===== src/rtl/timer_mc.sv =====
// timer_mc: multi-channel prescaled timer with per-channel expiry interrupts
// Per-channel map at addr[7:4]: 0x0 CTRL, 0x4 COUNT, 0x8 EVALUE, 0xC PRESCALE.
module timer_mc #(
    parameter int NUM_CH = 4,
    parameter int CNT_W  = 32,
    parameter int PSC_W  = 16
) (
    input  logic              clk,
    input  logic              rst_n,
    input  logic              wr_en_i,
    input  logic [31:0]       wr_addr_i,
    input  logic [31:0]       wr_data_i,
    input  logic [31:0]       rd_addr_i,
    output logic [31:0]       rd_data_o,
    output logic [NUM_CH-1:0] irq_o,
    output logic              timer_int_flag_o
);
    logic [7:0]  r_rd_addr;
    logic [31:0] w_ctrl [NUM_CH];
    logic [31:0] w_cnt  [NUM_CH];
    logic [31:0] w_ev   [NUM_CH];
    logic [31:0] w_pre  [NUM_CH];
    logic        w_unused;

    assign w_unused = ^{wr_addr_i[31:8], rd_addr_i[31:8], wr_data_i};

    for (genvar i = 0; i < NUM_CH; i++) begin : g_ch
        logic             r_en, r_ie, r_pend, r_mode;
        logic [CNT_W-1:0] r_cnt, r_ev;
        logic [PSC_W-1:0] r_psc, r_pre;
        logic             w_sel, w_ctrl_wr, w_exp, w_tick;
        assign w_sel     = wr_en_i && wr_addr_i[7:4] == 4'(i);
        assign w_ctrl_wr = w_sel && wr_addr_i[3:0] == 4'h0;
        assign w_exp     = r_en && r_cnt >= r_ev;
        assign w_tick    = r_en && r_psc == r_pre;
        // Hardware expiry outranks a same-cycle software clear of PEND.
        always_ff @(posedge clk or negedge rst_n) begin
            if (!rst_n) begin
                r_en   <= 1'b0;
                r_ie   <= 1'b0;
                r_pend <= 1'b0;
                r_mode <= 1'b0;
                r_cnt  <= '0;
                r_ev   <= '0;
                r_psc  <= '0;
                r_pre  <= '0;
            end else begin
                r_cnt  <= (!r_en || w_exp) ? '0 : r_cnt + CNT_W'(w_tick);
                r_psc  <= (!r_en || w_exp || w_tick) ? '0 : r_psc + PSC_W'(1);
                r_en   <= w_ctrl_wr ? wr_data_i[0] : (w_exp ? r_mode : r_en);
                r_ie   <= w_ctrl_wr ? wr_data_i[1] : r_ie;
                r_mode <= w_ctrl_wr ? wr_data_i[3] : r_mode;
                r_pend <= w_exp | (r_pend & (!w_ctrl_wr | wr_data_i[2]));
                if (w_sel && wr_addr_i[3:0] == 4'h8) r_ev <= wr_data_i[CNT_W-1:0];
                if (w_sel && wr_addr_i[3:0] == 4'hC) r_pre <= wr_data_i[PSC_W-1:0];
            end
        end
        assign w_ctrl[i] = {28'd0, r_mode, r_pend, r_ie, r_en};
        assign w_cnt[i]  = 32'(r_cnt);
        assign w_ev[i]   = 32'(r_ev);
        assign w_pre[i]  = 32'(r_pre);
        assign irq_o[i]  = r_pend & r_ie;
    end

    assign timer_int_flag_o = |irq_o;

    always_ff @(posedge clk or negedge rst_n) begin
        if (!rst_n) r_rd_addr <= '0;
        else        r_rd_addr <= rd_addr_i[7:0];
    end

    always_comb begin
        rd_data_o = '0;
        for (int c = 0; c < NUM_CH; c++)
            if (r_rd_addr[7:4] == 4'(c))
                rd_data_o = r_rd_addr[3:0] == 4'h0 ? w_ctrl[c] :
                            r_rd_addr[3:0] == 4'h4 ? w_cnt[c]  :
                            r_rd_addr[3:0] == 4'h8 ? w_ev[c]   :
                            r_rd_addr[3:0] == 4'hC ? w_pre[c]  : 32'd0;
    end
endmodule


===== config.mk =====
export PLATFORM = sky130hd
export DESIGN_NAME = timer_mc
export DESIGN_NICKNAME = d
export VERILOG_FILES = /design/src/rtl/timer_mc.sv
export SDC_FILE = /design/constraint.sdc
export NUM_CORES = 1
export LEC_CHECK = 0
export BUFFER_PORTS_ARGS = -buffer_cell sky130_fd_sc_hd__buf_2
export CORE_ASPECT_RATIO = 0.5
export CORE_MARGIN = 8
export CORE_UTILIZATION = 54
export CTS_BUF_LIST = sky130_fd_sc_hd__clkbuf_8 sky130_fd_sc_hd__clkbuf_16
export DETAILED_ROUTE_END_ITERATION = 12
export PLACE_DENSITY = 0.81
export SLEW_MARGIN = 20
export SYNTH_ARGS = -nofsm -noshare
export SYNTH_HDL_FRONTEND = slang
export SYNTH_SLANG_ARGS = --single-unit

===== constraint.sdc =====
create_clock -name clk -period 3.7 [get_ports clk]
set_input_delay 0.37 -clock clk [delete_from_list [all_inputs] [get_ports clk]]
set_output_delay 0.37 -clock clk [all_outputs]
set_load 0.03 [all_outputs]

## After elaboration in Yosys (flattened, before gate mapping)

Index checks and enable logic that the tools add are counted.

| word-level totals | value |
|---|---|
| bits in registers | 408 |
| bits in latches | 0 |
| memory bits (writable) | 0 |
| bits in read-only memories | 0 |
| bits of input ports | 99 |
| output and inout bits | 37 |
| logic and storage cells | 161 |
| memories | 0 |

| cells by class | value |
|---|---|
| add/subtract/negate cells | 8 |
| multipliers | 0 |
| divide/modulo/power cells | 0 |
| $lt $le $gt $ge | 4 |
| equal/unequal tests | 15 |
| shift-type cells | 0 |
| mux-type cells | 36 |
| bitwise operators | 16 |
| reduce and logical (&&, ||, !) cells | 49 |

Operators with widths:

| cell | number |
|---|---|
| 32-bit two-way mux | 20 |
| 32-bit by 1-bit adder with 32-bit output | 4 |
| 32-bit greater-or-equal comparator | 4 |
| 16-bit two-way mux | 8 |
| 16-bit by 1-bit adder with 16-bit output, second input constant | 4 |
| 16-bit equality test | 4 |
| 1-bit logical AND | 24 |
| 4-bit by 2-bit equality test with 1-bit output, second input constant | 4 |
| 4-bit equality test, second input constant | 4 |
| 4-bit logical NOT | 4 |
| 1-bit AND | 8 |
| 4-bit by 1-bit equality test with 1-bit output, second input constant | 2 |
| 1-bit logical NOT | 8 |
| 1-bit logical OR | 8 |
| 1-bit two-way mux | 8 |
| 1-bit bitwise OR | 8 |
| 2-bit nonzero test | 4 |
| 4-bit by 3-bit equality test with 1-bit output, second input constant | 1 |
| 4-bit OR reduction | 1 |

## Logic depth before layout (Yosys ltp)

Gate-level depths: netlist of the first run.

| logic depth | value |
|---|---|
| depth in word-level cells | 9 |
| gate-level depth with buffers | 12 |
| gate-level depth less buffers | 11 |

## Least setup slack after synthesis of the first run

No wires, ideal clock.

| timing | value |
|---|---|
| kind | reg2reg |
| start point | register g_ch[2].r_psc[14] |
| end point | register g_ch[2].r_cnt[26] |
| arrival time | 2.993 ns |
| setup slack | 0.572 ns |
| cell stages (with the launch flop) | 12 |
| path buffers | 0 |
| cells stage by stage | dfrtp_1 -> xor2_1 -> nor4_1 -> nand2_1 -> nor4_1 -> ha_1 -> ha_1 -> nand4_1 -> nor3_1 -> nand4b_1 -> xnor2_1 -> nor3b_1 |

| on the way | value |
|---|---|
| word-level cells in the longest chain between the ends | 4 |

Ends and longest elaborated chain:

| what | line | RTL |
|---|---|---|
| start, declared | 30 | `logic [PSC_W-1:0] r_psc, r_pre;` |
| start signal, assigned | 49 | `r_psc <= (!r_en \|\| w_exp \|\| w_tick) ? '0 : r_psc + PSC_W'(1);` |
| 16-bit equality test | 35 | `assign w_tick = r_en && r_psc == r_pre;` |
| 1-bit logical AND | 35 |  |
| 32-bit by 1-bit adder with 32-bit output | 48 | `r_cnt <= (!r_en \|\| w_exp) ? '0 : r_cnt + CNT_W'(w_tick);` |
| 32-bit two-way mux | 48 |  |
| end signal, assigned | 48 |  |
| end, declared | 29 | `logic [CNT_W-1:0] r_cnt, r_ev;` |

Every way passes these cells.
A chain may end at the register's enable or synchronous reset.

## Worst setup path in the final report of the first run

| timing | value |
|---|---|
| start point | register r_rd_addr[7] |
| end point | output rd_data_o[9] |

| on the way | value |
|---|---|
| word-level cells in the longest chain between the ends | 5 |
| elaborated cells on any way between the ends | 8 |

Ends and longest elaborated chain:

| what | line | RTL |
|---|---|---|
| start, declared | 18 | `logic [7:0] r_rd_addr;` |
| start signal, assigned | 69 | `else r_rd_addr <= rd_addr_i[7:0];` |
| 4-bit logical NOT | 75 | `if (r_rd_addr[7:4] == 4'(c))` |
| 32-bit two-way mux (3 in series) | 75 |  |
| 32-bit two-way mux (*) | 75 |  |
| end, declared | 14 | `output logic [31:0] rd_data_o,` |

Mark *: on every way between the ends. The rest lies on a longest branch, timed or not.

==> summary by stage, run 1 <==
Die
The number of placed I/O pins is 136. The die height is 166.5 µm. In this run the horizontal extent of the chip is 316.9 µm. The core outline area is 44,940 µm². The starting density of the core is 54.42%. The floorplan step defined a die boundary enclosing 52,760 µm². The initialized floorplan defines 55 standard-cell rows.

Drt
The average vias per placed instance is 6.537. The first detailed-routing pass took 5 iterations. After detailed routing, the average wire length per cell comes to 23.29 µm. The count of vias placed by the detailed router is 20,369. The first routing iteration left 2,117 violations. After detailed routing, the number of remaining DRC violations is 0. Summed over all layers, the routed wires come to 72.58 mm. The number of antenna-violating nets in the routed design is 0.

Critical path
The worst-path cell with the longest stage delay is or4b_1. For flop-to-flop paths, the worst setup slack is 110 ps. The critical path class is reg -> out. The longest individual stage delay on the worst path is 900 ps. For the worst setup path, the data required time is 3330 ps. In this design, the largest share of critical-path delay is due to simple AND/OR/NAND/NOR gates. The worst setup path startpoint is r_rd_addr[7]$_DFF_PN0_. The worst path buffer plus inverter count is 1. The worst register-to-register path has a depth of 11. The worst setup path is captured at a primary output. The worst register-to-register path ends at g_ch[1].r_cnt[28]$_DFF_PN0_.

Along the worst path, the maximum fanout reaches 16. The critical path crosses 6 cells after its start point. The sort of element at the start of the critical path is a flop. The end point of the critical path is rd_data_o[9]. The signal on the critical path passes through or4b_1 > o22ai_1 > a221oi_1 > nor2_1 > o21a_1 > buf_2. For the worst setup path, the data arrival time is 3280 ps.

The critical register-to-register path startpoint is g_ch[1].r_psc[6]$_DFF_PN0_.

Pwr
The leakage power is 12.02 nW. Power comes to 10.42 mW. The power density normalized to cell area is 382.4 nW/µm².

The worst-case IR drop observed on VDD is 0.0002629 V.

Run
The max-capacitance violation count is 0.

STA
Static timing analysis puts the maximum clock frequency at 273.9 MHz. The worst pin sits at a relative slew slack of 28.12%. The sum of negative setup slack is 0 ps.

The max-slew violation count is 0. The worst path setup slack after routing is 48.43 ps. For the final database, setup skew stands at 28.37 ps. The final number of hold-violating endpoints is 0.

Setup repair after global routing left no endpoint under its margin. The minimum clock period is 3652 ps. Setup violations remaining at the end of the flow were counted as 0. At the pin with the least slew margin, the transition time is 1075 ps. Of the available clock period, the critical path in the final layout requires 98.69%.

Yosys
Synthesis inferred 408 register bits. Sequential cells were found to cover 41.75% of the synthesized design area. Yosys mapped a number of flops with a built-in enable equal to 0. Counting distinct cell types in the post-synthesis netlist gives 68. Synthesis produced 2,419 cells. The cell with the most instances after synthesis is dfrtp_1. After synthesis, the largest area contributor takes up 41.75% of total cell area. The synthesized netlist occupies a cell area of 24,450 µm². The largest total area in the synthesized netlist belongs to dfrtp_1.

A synthesized cell averages 10.11 µm². Sorting the synthesized cells by how often they occur yields dfrtp_1, mux2_2, inv_1. In the synthesized netlist the async set-or-reset flop fraction comes to 100.0%.

In the synthesized netlist the dominant register cell turns out to be dfrtp_1. When the netlist entered floorplanning its net count stood at 2,658. By area the synthesized netlist is led by dfrtp_1, mux2_2, ha_1. During synthesis, Yosys emitted a total of 0 warnings.

Placement
Port buffering added 87 buffers. The number of placed instances, taps included is 3,028. OpenSTA, run right after detailed placement, puts the worst setup slack at 277.9 ps.

The post-detailed-placement cell area is 25,750 µm². The routability-driven placement congestion ratio is 0.9791. The placed wire-length estimate after detailed placement is 51.37 mm.

CTS
The CTS tree is yes. Clock-pin slew was measured on the worst setup and hold paths at 60 ps. The number of clock buffers added by TritonCTS is 40. The buffer cell driving the clock tree root is clkbuf_16. The clock passes through at most 3 buffers. The H-tree depth is 2.

Counting every sink on the clock net gives 408. The clock reaches the later pin of the worst-skew pair after 570 ps. After clock tree synthesis, the setup repair step added 0 buffers.

Layout
The final standard cell area without fillers is 27,250 µm². The share of layout cells above drive strength 1 is 17.95%. The relative area change from synthesis to final layout is 11.46%. The number of nets in the layout is 2,720. The layout has 3,506 filler cells. The count of cells in the finished layout, fillers not included, comes to 3,116.

GRT
The wire length of the first global-routing pass is 114.4 mm. The global-route congestion overflow total is 0. The number of global-route vias before repair is 20,284. The initial antenna violation count is 1. Across every metal layer, demand over resource in global routing totals 27.14%. The maximum number of pins on one net before global-route repair is 109.

Outcome
The flow ran to the end, and the final reports show no timing, DRC or antenna violations.

Hold path
The worst hold path begins at wr_data_i[23]. The path class of the tightest hold or removal check is in -> reg.
report_power, final:
| part | switching [mW] | internal [mW] | total (mW) | leakage, nW |
|---|---|---|---|---|
| clock network | 1.83 | 2.52 | 4.35 | 0.718 |
| logic | 0.845 | 0.433 | 1.28 | 5.68 |
| registers | 0.193 | 4.60 | 4.80 | 5.62 |
final cells by class:
class                           instances  area, µm²  area share, %
Sequential cell                       408      10210          37.48
Timing Repair Buffer                  150       1041          3.819
Clock inverter                         26      259.0         0.9503
Clock buffer                           48       1122          4.118
Inverter                              156      585.6          2.148
Antenna cell                            5      12.51        0.04591
Tap cell                              598      748.2          2.745
Multi-Input combinational cell       1725      13270          48.69
cell families after synthesis:
logic type | share of synthesized area, %
mux | 11.07
fa+ha+maj | 7.163
buf+inv | 4.564
compound gates | 10.03
xor+xnor | 8.453
flops | 41.75
simple gates | 16.97
metrics by stage:
stage,hold WS [ps],utilization [%]
2_1_floorplan,74.41,-
3_3_place_gp,477.9,57.30
3_5_place_dp,479.3,57.30
4_1_cts,116.3,60.58
5_1_grt,130.6,60.62
6_report,134.0,60.65
registers in the layout, summed over array words and instances (netlist names):
register     flops
g_ch.r_cnt     128
g_ch.r_en        4
g_ch.r_ev      128
g_ch.r_ie        4
g_ch.r_mode      4
g_ch.r_pend      4
g_ch.r_pre      64
g_ch.r_psc      64
r_rd_addr        8
cells in the final DEF (no fill, tap or decap), types with 81 or more instances in the layout:
cell type and count:
nand3_1 88, nor3_1 145, a21oi_1 81, nand2_1 134
buf_2 86, inv_1 164, ha_1 140, xnor2_1 96
mux2_2 194, xor2_1 140, dfrtp_1 406
metal layers:
layer  track usage [%]  up-vias  routed length, µm
met3             6.648      252               6657
li1                  -     9018                  -
met4             14.22        2               4284
met1             35.60    10068              29210
met2             41.46     1029              32410
met5                 0        -                 14
worst min-delay path by stage:
stage / end / cells past startpoint / slack, ps
2_1_floorplan: g_ch[0].r_cnt[0]$_DFF_PN0_ / 0 / 70
3_3_place_gp: r_rd_addr[1]$_DFF_PN0_ / 1 / 480
3_5_place_dp: r_rd_addr[3]$_DFF_PN0_ / 1 / 480
4_1_cts: g_ch[3].r_ev[25]$_DFFE_PN0P_ / 2 / 120
5_1_grt: g_ch[0].r_ev[22]$_DFFE_PN0P_ / 2 / 130
6_report: g_ch[3].r_ev[23]$_DFFE_PN0P_ / 2 / 130
repair_timing:
action,CTS,global route
endpoints found under the setup margin,0,18
endpoints found under the hold margin,109,0
resized for setup,0,4
hold buffers,9,0
Note: power is estimated with default switching activity, not from simulation.
==> inputs of run 2 (changes only) <==
==> constraint.sdc (replaced) <==
create_clock -name clk -period 3.7 [get_ports clk]
set_input_delay 0 -clock clk [delete_from_list [all_inputs] [get_ports clk]]
set_output_delay 0 -clock clk [all_outputs]
set_load 0.03 [all_outputs]
==> run 2 against run 1 <==
Effect of this change: setup slack better by 170 ps; die area is the same; combinational power is 4% higher; first-iteration DRC count up 7.2%; clock skew down 10 ps; clock power rose by 1%; critical endpoint is now g_ch[1].r_cnt[28]$_DFF_PN0_.
==> summary by stage, run 2 (synthesis gave the netlist of run 1 again) <==
GRT
The number of global-route vias before repair is 20,210 (was 20,284). The met1 track utilization from global routing came to 37.28% (was 35.60%). The global-route track usage on met2 is 41.03% (was 41.46%).

The initial antenna violation count was 0 (was 1). The fraction of met3 tracks used by global routing is 6.191% (was 6.648%). The global-route congestion overflow total came to 0 (unchanged).

The maximum number of pins on one net before global-route repair was 93 (was 109). The total routing resource utilization after global routing is 27.50% (was 27.14%). The most congested layer reported by global routing was met2 (unchanged). The wire length of the first global-routing pass is 115.6 mm (was 114.4 mm).

Outcome
Status: finished clean (unchanged).

Layout
The number of nets in the layout was 2,761 (was 2,720). The final cell count without fillers is 3,150 (was 3,116). Largest registers: g_ch.r_cnt x128, g_ch.r_ev x128 (unchanged). The relative area change from synthesis to final layout came to 13.02% (was 11.46%).

The fill cell total of the finished layout is 3,486 (was 3,506). Leading cell types in the layout, fill and taps excluded: dfrtp_1, mux2_2, inv_1 (unchanged). The most frequent standard cell in the layout excluding fill and tap cells is dfrtp_1 (unchanged). The share of layout cells above drive strength 1 is 17.80% (was 17.95%).

CTS
The clock slew at the register clock pins of the worst setup and hold paths was 60 ps (about the same). The clock insertion delay at the later pin of the skew report was 570 ps (about the same). The clock sink count came to 408 (unchanged). The CTS tree is yes (unchanged). The post-CTS setup buffer count is 0 (unchanged).

The buffer cell driving the clock tree root is clkbuf_16 (unchanged). The clock tree buffer depth came to 3 (unchanged). The number of clock buffers inserted by TritonCTS is 41 (was 40). The H-tree depth is 2 (unchanged).

Placement
The port buffer count is 87 (unchanged). The routability-driven placement congestion ratio is 0.9736 (was 0.9791). The number of placed instances, taps included came to 3,032 (was 3,028).

The placed wire-length estimate after detailed placement is 51.91 mm (was 51.37 mm).

Die
The number of placed I/O pins came to 136 (unchanged). The die height is 166.5 µm (unchanged). The core outline area is 44,940 µm² (unchanged).

The die extent in x is 316.9 µm (unchanged). The starting density of the core is 54.42% (unchanged). The total die area is 52,760 µm² (unchanged). The floorplan row count came to 55 (unchanged).

Drt
The violation count after the first detailed-routing iteration came to 2,269 (was 2,117). The wire length per cell is 23.40 µm (was 23.29 µm). The number of remaining DRC errors came to 0 (unchanged). The first-pass iteration count of the detailed router is 6 (was 5). The aggregate routed wire length is 73.71 mm (was 72.58 mm).

The count of vias placed by the detailed router is 20,608 (was 20,369). The average vias per placed instance is 6.542 (was 6.537). The number of antenna-violating nets in the routed design came to 0 (unchanged).

STA
The worst max-slew margin expressed relative to the limit came to 25.46% (was 28.12%). The minimum clock period was 3484 ps (was 3652 ps). The sum of negative setup slack came to 0 ps (unchanged). The portion of the clock cycle consumed by the worst path in the final layout was 94.17% (was 98.69%). The setup clock skew after layout is 17.98 ps (was 28.37 ps).

The slew at the pin closest to its max-slew limit is 1118 ps (was 1075 ps). The max-slew violation count is 0 (unchanged). The final number of hold-violating endpoints is 0 (unchanged).

The number of failing setup endpoints in the final timing report is 0 (unchanged). The achievable frequency is 287.0 MHz (was 273.9 MHz). Setup repair after global routing missed its margin: false (unchanged).

Critical path
The sort of element at the start of the critical path was a flop (unchanged). The endpoint class of the critical path is a flop (was primary output). The largest fanout of any net on the critical path was 6 (was 16). The data arrival at the endpoint of the critical path is 3960 ps (was 3280 ps). The number of cells traversed by the worst register-to-register path came to 11 (unchanged). The worst endpoint required time is 4170 ps (was 3330 ps).

The critical path class is reg -> reg (was reg -> out).

Pwr
The worst voltage drop across the vdd grid is 0.0002881 V (was 0.0002629 V). The leakage power came to 12.20 nW (was 12.02 nW). The power density normalized to cell area is 381.1 nW/µm² (was 382.4 nW/µm²). The overall power after layout was 10.53 mW (was 10.42 mW).

Hold path
The worst hold-check path type is in -> async (was in -> reg).

Run
The max-capacitance violation count is 0 (unchanged).
[run 2: final cells by class]
| class | instances | area, µm² | share of cell area [%] |
|---|---|---|---|
| antenna | 1 | 2.502 | 0.009054 |
| clock buffer | 55 | 1241 | 4.491 |
| clock inverter | 17 | 172.7 | 0.6247 |
| inverter | 156 | 585.6 | 2.119 |
| multi-input combinational | 1725 | 13250 | 47.96 |
| sequential | 408 | 10210 | 36.96 |
| tap | 598 | 748.2 | 2.707 |
| timing repair buffer | 190 | 1419 | 5.134 |
[run 2: what timing repair did]
action                                  in CTS  in global routing
endpoints found under the setup margin       0                  1
hold endpoints to repair                   276                  0
hold buffers                                45                  0
resized for setup                            0                  1
[run 2: power by group]
| part | leakage (nW) | internal (mW) | total (mW) | switching, mW |
|---|---|---|---|---|
| clock network | 0.719 | 2.56 | 4.41 | 1.85 |
| registers | 5.62 | 4.60 | 4.78 | 0.178 |
| logic | 5.86 | 0.467 | 1.33 | 0.868 |
| total | 12.2 | 7.63 | 10.5 | 2.90 |
[run 2: layer usage]
metal,vias to the layer above,routed length [µm]
met5,-,0
met1,10213,29590
met3,281,7021
met4,0,4426
li1,9053,-
met2,1061,32670
[run 2: final timing paths]
kind / end / slack [ps] / start
max: g_ch[1].r_cnt[28]$_DFF_PN0_ / 220 / g_ch[1].r_psc[6]$_DFF_PN0_
max in group asynchronous: g_ch[2].r_ev[29]$_DFFE_PN0P_ / 2600 / rst_n
min: g_ch[3].r_ie$_DFFE_PN0P_ / 40 / rst_n
min in group clk: g_ch[2].r_ie$_DFFE_PN0P_ / 60 / wr_addr_i[4]
min reg2reg: g_ch[3].r_psc[0]$_DFF_PN0_ / 500 / g_ch[3].r_psc[0]$_DFF_PN0_
max reg2reg: g_ch[1].r_cnt[28]$_DFF_PN0_ / 220 / g_ch[1].r_psc[6]$_DFF_PN0_
[run 2: metrics by stage]
stage	hold WS [ps]	worst slack (ps)	utilization [%]	instance area, µm²
after floorplan	-295.6	572.3	-	24450
after global placement	89.93	406.7	57.34	25770
after detailed placement	88.80	335.9	57.34	25770
after CTS	29.92	316.3	61.49	27630
after global routing	79.24	52.59	61.50	27640
final	36.03	215.5	61.50	27640
[run 2: worst max-delay path, cell delays in order (launching register included)]
cell      delay (ps)
dfrtp_1          450
xor2_1           180
nor4_1           320
nand4_1          130
nor4_1           500
ha_1             350
ha_1             240
inv_1             80
nor3_2           380
nand3_1          190
or3_1            340
a211oi_1         240
==> inputs of run 3 (changes only) <==
==> constraint.sdc (replaced) <==
create_clock -name clk -period 4.1 [get_ports clk]
set_input_delay 0 -clock clk [delete_from_list [all_inputs] [get_ports clk]]
set_output_delay 0 -clock clk [all_outputs]
set_load 0.03 [all_outputs]
==> run 3 against run 2 <==
Effect of this change: clock skew rose by 7.1 ps; routed wire length fell by 1.1%; combinational power fell by 11%; register-to-register slack improved by 500 ps; clock power fell by 13%; final cell count fell by 0.44%; sequential power fell by 9.4%; core utilization fell by 0.51 points; die area did not move; count of clock-buffer cells in the layout fell by 3; non-clock buffer count fell by 15; critical path type is now reg -> out; largest cell class unchanged.
==> summary by stage, run 3 (synthesis gave the netlist of run 1 again) <==
Critical path
The critical path class was reg -> out (was reg -> reg). The endpoint class of the critical path is a primary output (was flop). The slack of the worst reg-to-reg path is 720 ps (was 220 ps). The endpoint of the worst register-to-register path is g_ch[1].r_cnt[16]$_DFF_PN0_ (was g_ch[1].r_cnt[28]$_DFF_PN0_). The sort of element at the start of the critical path is a flop (unchanged). The worst endpoint required time is 4100 ps (was 4170 ps). The critical register-to-register path startpoint was g_ch[1].r_psc[6]$_DFF_PN0_ (unchanged). The number of cells traversed by the worst register-to-register path was 12 (was 11). The largest fanout of any net on the critical path is 25 (was 6). The data arrival at the endpoint of the critical path came to 3460 ps (was 3960 ps).

Layout
The share of layout cells above drive strength 1 was 17.47% (was 17.80%). The fill cell total of the finished layout is 3,530 (was 3,486). The most frequent standard cell in the layout excluding fill and tap cells is dfrtp_1 (unchanged).

The relative area change from synthesis to final layout is 12.08% (was 13.02%). The number of nets in the layout is 2,745 (was 2,761). Largest registers: g_ch.r_cnt x128, g_ch.r_ev x128 (unchanged). Leading cell types in the layout, fill and taps excluded: dfrtp_1, mux2_2, inv_1 (unchanged). The final standard cell area without fillers is 27,410 µm² (was 27,640 µm²).

The end-of-flow core utilization came to 60.99% (was 61.50%). The final cell count without fillers is 3,136 (was 3,150).

Hold path
Counting instances, the worst hold path has a depth of 5. The worst hold path begins at wr_addr_i[0]. For hold timing, the worst endpoint is g_ch[3].r_en$_DFFE_PN0P_. The worst hold-check path type is in -> reg (was in -> async).

Drt
The average vias per placed instance is 6.494 (was 6.542). The wire length per cell was 23.24 µm (was 23.40 µm). The violation count after the first detailed-routing iteration was 2,176 (was 2,269).

The aggregate routed wire length is 72.88 mm (was 73.71 mm). The number of remaining DRC errors is 0 (unchanged). The number of antenna-violating nets in the routed design was 0 (unchanged).

The count of vias placed by the detailed router is 20,364 (was 20,608). The first-pass iteration count of the detailed router is 5 (was 6).

STA
The worst max-slew margin expressed relative to the limit is 24.41% (was 25.46%). The sum of negative setup slack is 0 ps (unchanged). Counting I/O delays and the setup requirement, the final critical path takes 3459 ps. The setup clock skew after layout is 25.07 ps (was 17.98 ps).

The number of failing setup endpoints in the final timing report is 0 (unchanged). The portion of the clock cycle consumed by the worst path in the final layout is 84.38%. The slew at the pin closest to its max-slew limit was 1134 ps (was 1118 ps). The max-slew violation count came to 0 (unchanged). Setup repair after global routing missed its margin: false (unchanged). The final number of hold-violating endpoints is 0 (unchanged).

The achievable frequency is 289.1 MHz.

CTS
The number of clock buffers inserted by TritonCTS is 40 (was 41). The clock tree buffer depth is 3 (unchanged). The clock sink count came to 408 (unchanged). The clock insertion delay at the later pin of the skew report is 560 ps (was 570 ps).

The cts-stage hold buffer count is 39 (was 45). The clock slew at the register clock pins of the worst setup and hold paths was 60 ps (about the same). The buffer cell driving the clock tree root is clkbuf_16 (unchanged). The H-tree depth is 2 (unchanged). The total of cells resized after clock tree synthesis is 0 (unchanged).

The CTS tree is yes (unchanged). The post-CTS setup buffer count came to 0 (unchanged).

GRT
The wire length of the first global-routing pass was 113.1 mm (was 115.6 mm). The initial antenna violation count is 1 (was 0). The global-route congestion overflow total was 0 (unchanged). The total routing resource utilization after global routing is 27.01% (was 27.50%).

The number of global-route vias before repair is 19,660 (was 20,210). The maximum number of pins on one net before global-route repair is 100 (was 93).

Die
The starting density of the core is 54.42% (unchanged). The floorplan row count came to 55 (unchanged). The die height came to 166.5 µm (unchanged). The number of placed I/O pins is 136 (unchanged). The core outline area came to 44,940 µm² (unchanged). The die extent in x is 316.9 µm (unchanged). The total die area is 52,760 µm² (unchanged).

Placement
The number of placed instances, taps included is 3,021 (was 3,032). The routability-driven placement congestion ratio is 0.9566 (was 0.9736). The port buffer count came to 87 (unchanged).

The placed wire-length estimate after detailed placement is 51.55 mm (was 51.91 mm). The post-detailed-placement cell area came to 25,630 µm² (was 25,770 µm²).

Pwr
The power density normalized to cell area came to 341.5 nW/µm² (was 381.1 nW/µm²). The overall power after layout is 9.360 mW (was 10.53 mW). The worst voltage drop across the vdd grid is 0.0002411 V (was 0.0002881 V). The leakage power is 12.09 nW (was 12.20 nW).

Outcome
Status: finished clean (unchanged).

Run
The max-capacitance violation count was 0 (unchanged).
run 3: per-stage QoR:
step / setup WS, ps / hold WS (ps)
final: 640.6 / 18.19
after detailed placement: 765.5 / 101.5
after global placement: 883.2 / 98.19
after CTS: 621.5 / 0.5617
after floorplan: 972.3 / -295.6
after global routing: 406.9 / 5.021
run 3: area by class of cell:
class / instances / area [µm²] / area share (%)
timing repair buffer: 175 / 1241 / 4.529
inverter: 156 / 585.6 / 2.137
tap: 598 / 748.2 / 2.730
multi-input combinational: 1725 / 13250 / 48.36
sequential: 408 / 10210 / 37.27
antenna: 2 / 5.005 / 0.01826
clock buffer: 52 / 1177 / 4.296
clock inverter: 20 / 181.4 / 0.6620
run 3: worst max-delay path by stage:
stage                           startpoint                          end  depth (start not counted)
3_3_place_gp    g_ch[1].r_psc[6]$_DFF_PN0_  g_ch[1].r_cnt[16]$_DFF_PN0_                         12
2_1_floorplan  g_ch[2].r_psc[14]$_DFF_PN0_  g_ch[2].r_cnt[26]$_DFF_PN0_                         11
5_1_grt         g_ch[1].r_psc[6]$_DFF_PN0_  g_ch[1].r_cnt[16]$_DFF_PN0_                         12
4_1_cts             r_rd_addr[7]$_DFF_PN0_                rd_data_o[10]                          6
6_report            r_rd_addr[2]$_DFF_PN0_                rd_data_o[31]                          6
3_5_place_dp    g_ch[1].r_psc[6]$_DFF_PN0_  g_ch[1].r_cnt[16]$_DFF_PN0_                         12
run 3: layer usage:
metal  share of wire (%)  wire length (µm)  GRT usage, %  vias to the layer above
met4                 5.5              3980         12.95                        2
met1                  41             30030         36.47                    10074
met3                 9.0              6542         6.228                      262
li1                    -                 -             -                     9064
met5               0.015                11             0                        -
met2                  44             32310         40.87                      962
run 3: power breakdown:
| part | switching [mW] | internal, mW |
|---|---|---|
| Clock | 1.64 | 2.21 |
| Sequential | 0.176 | 4.15 |
| Combinational | 0.773 | 0.407 |
| Total | 2.58 | 6.78 |
run 3: worst max-delay path, stage by stage, from the launching register on:
cell and delay (ps):
dfrtp_4 700, buf_4 390, nand2b_1 150, buf_4 230, nand2_1 500, o221ai_1 590, buf_2 290
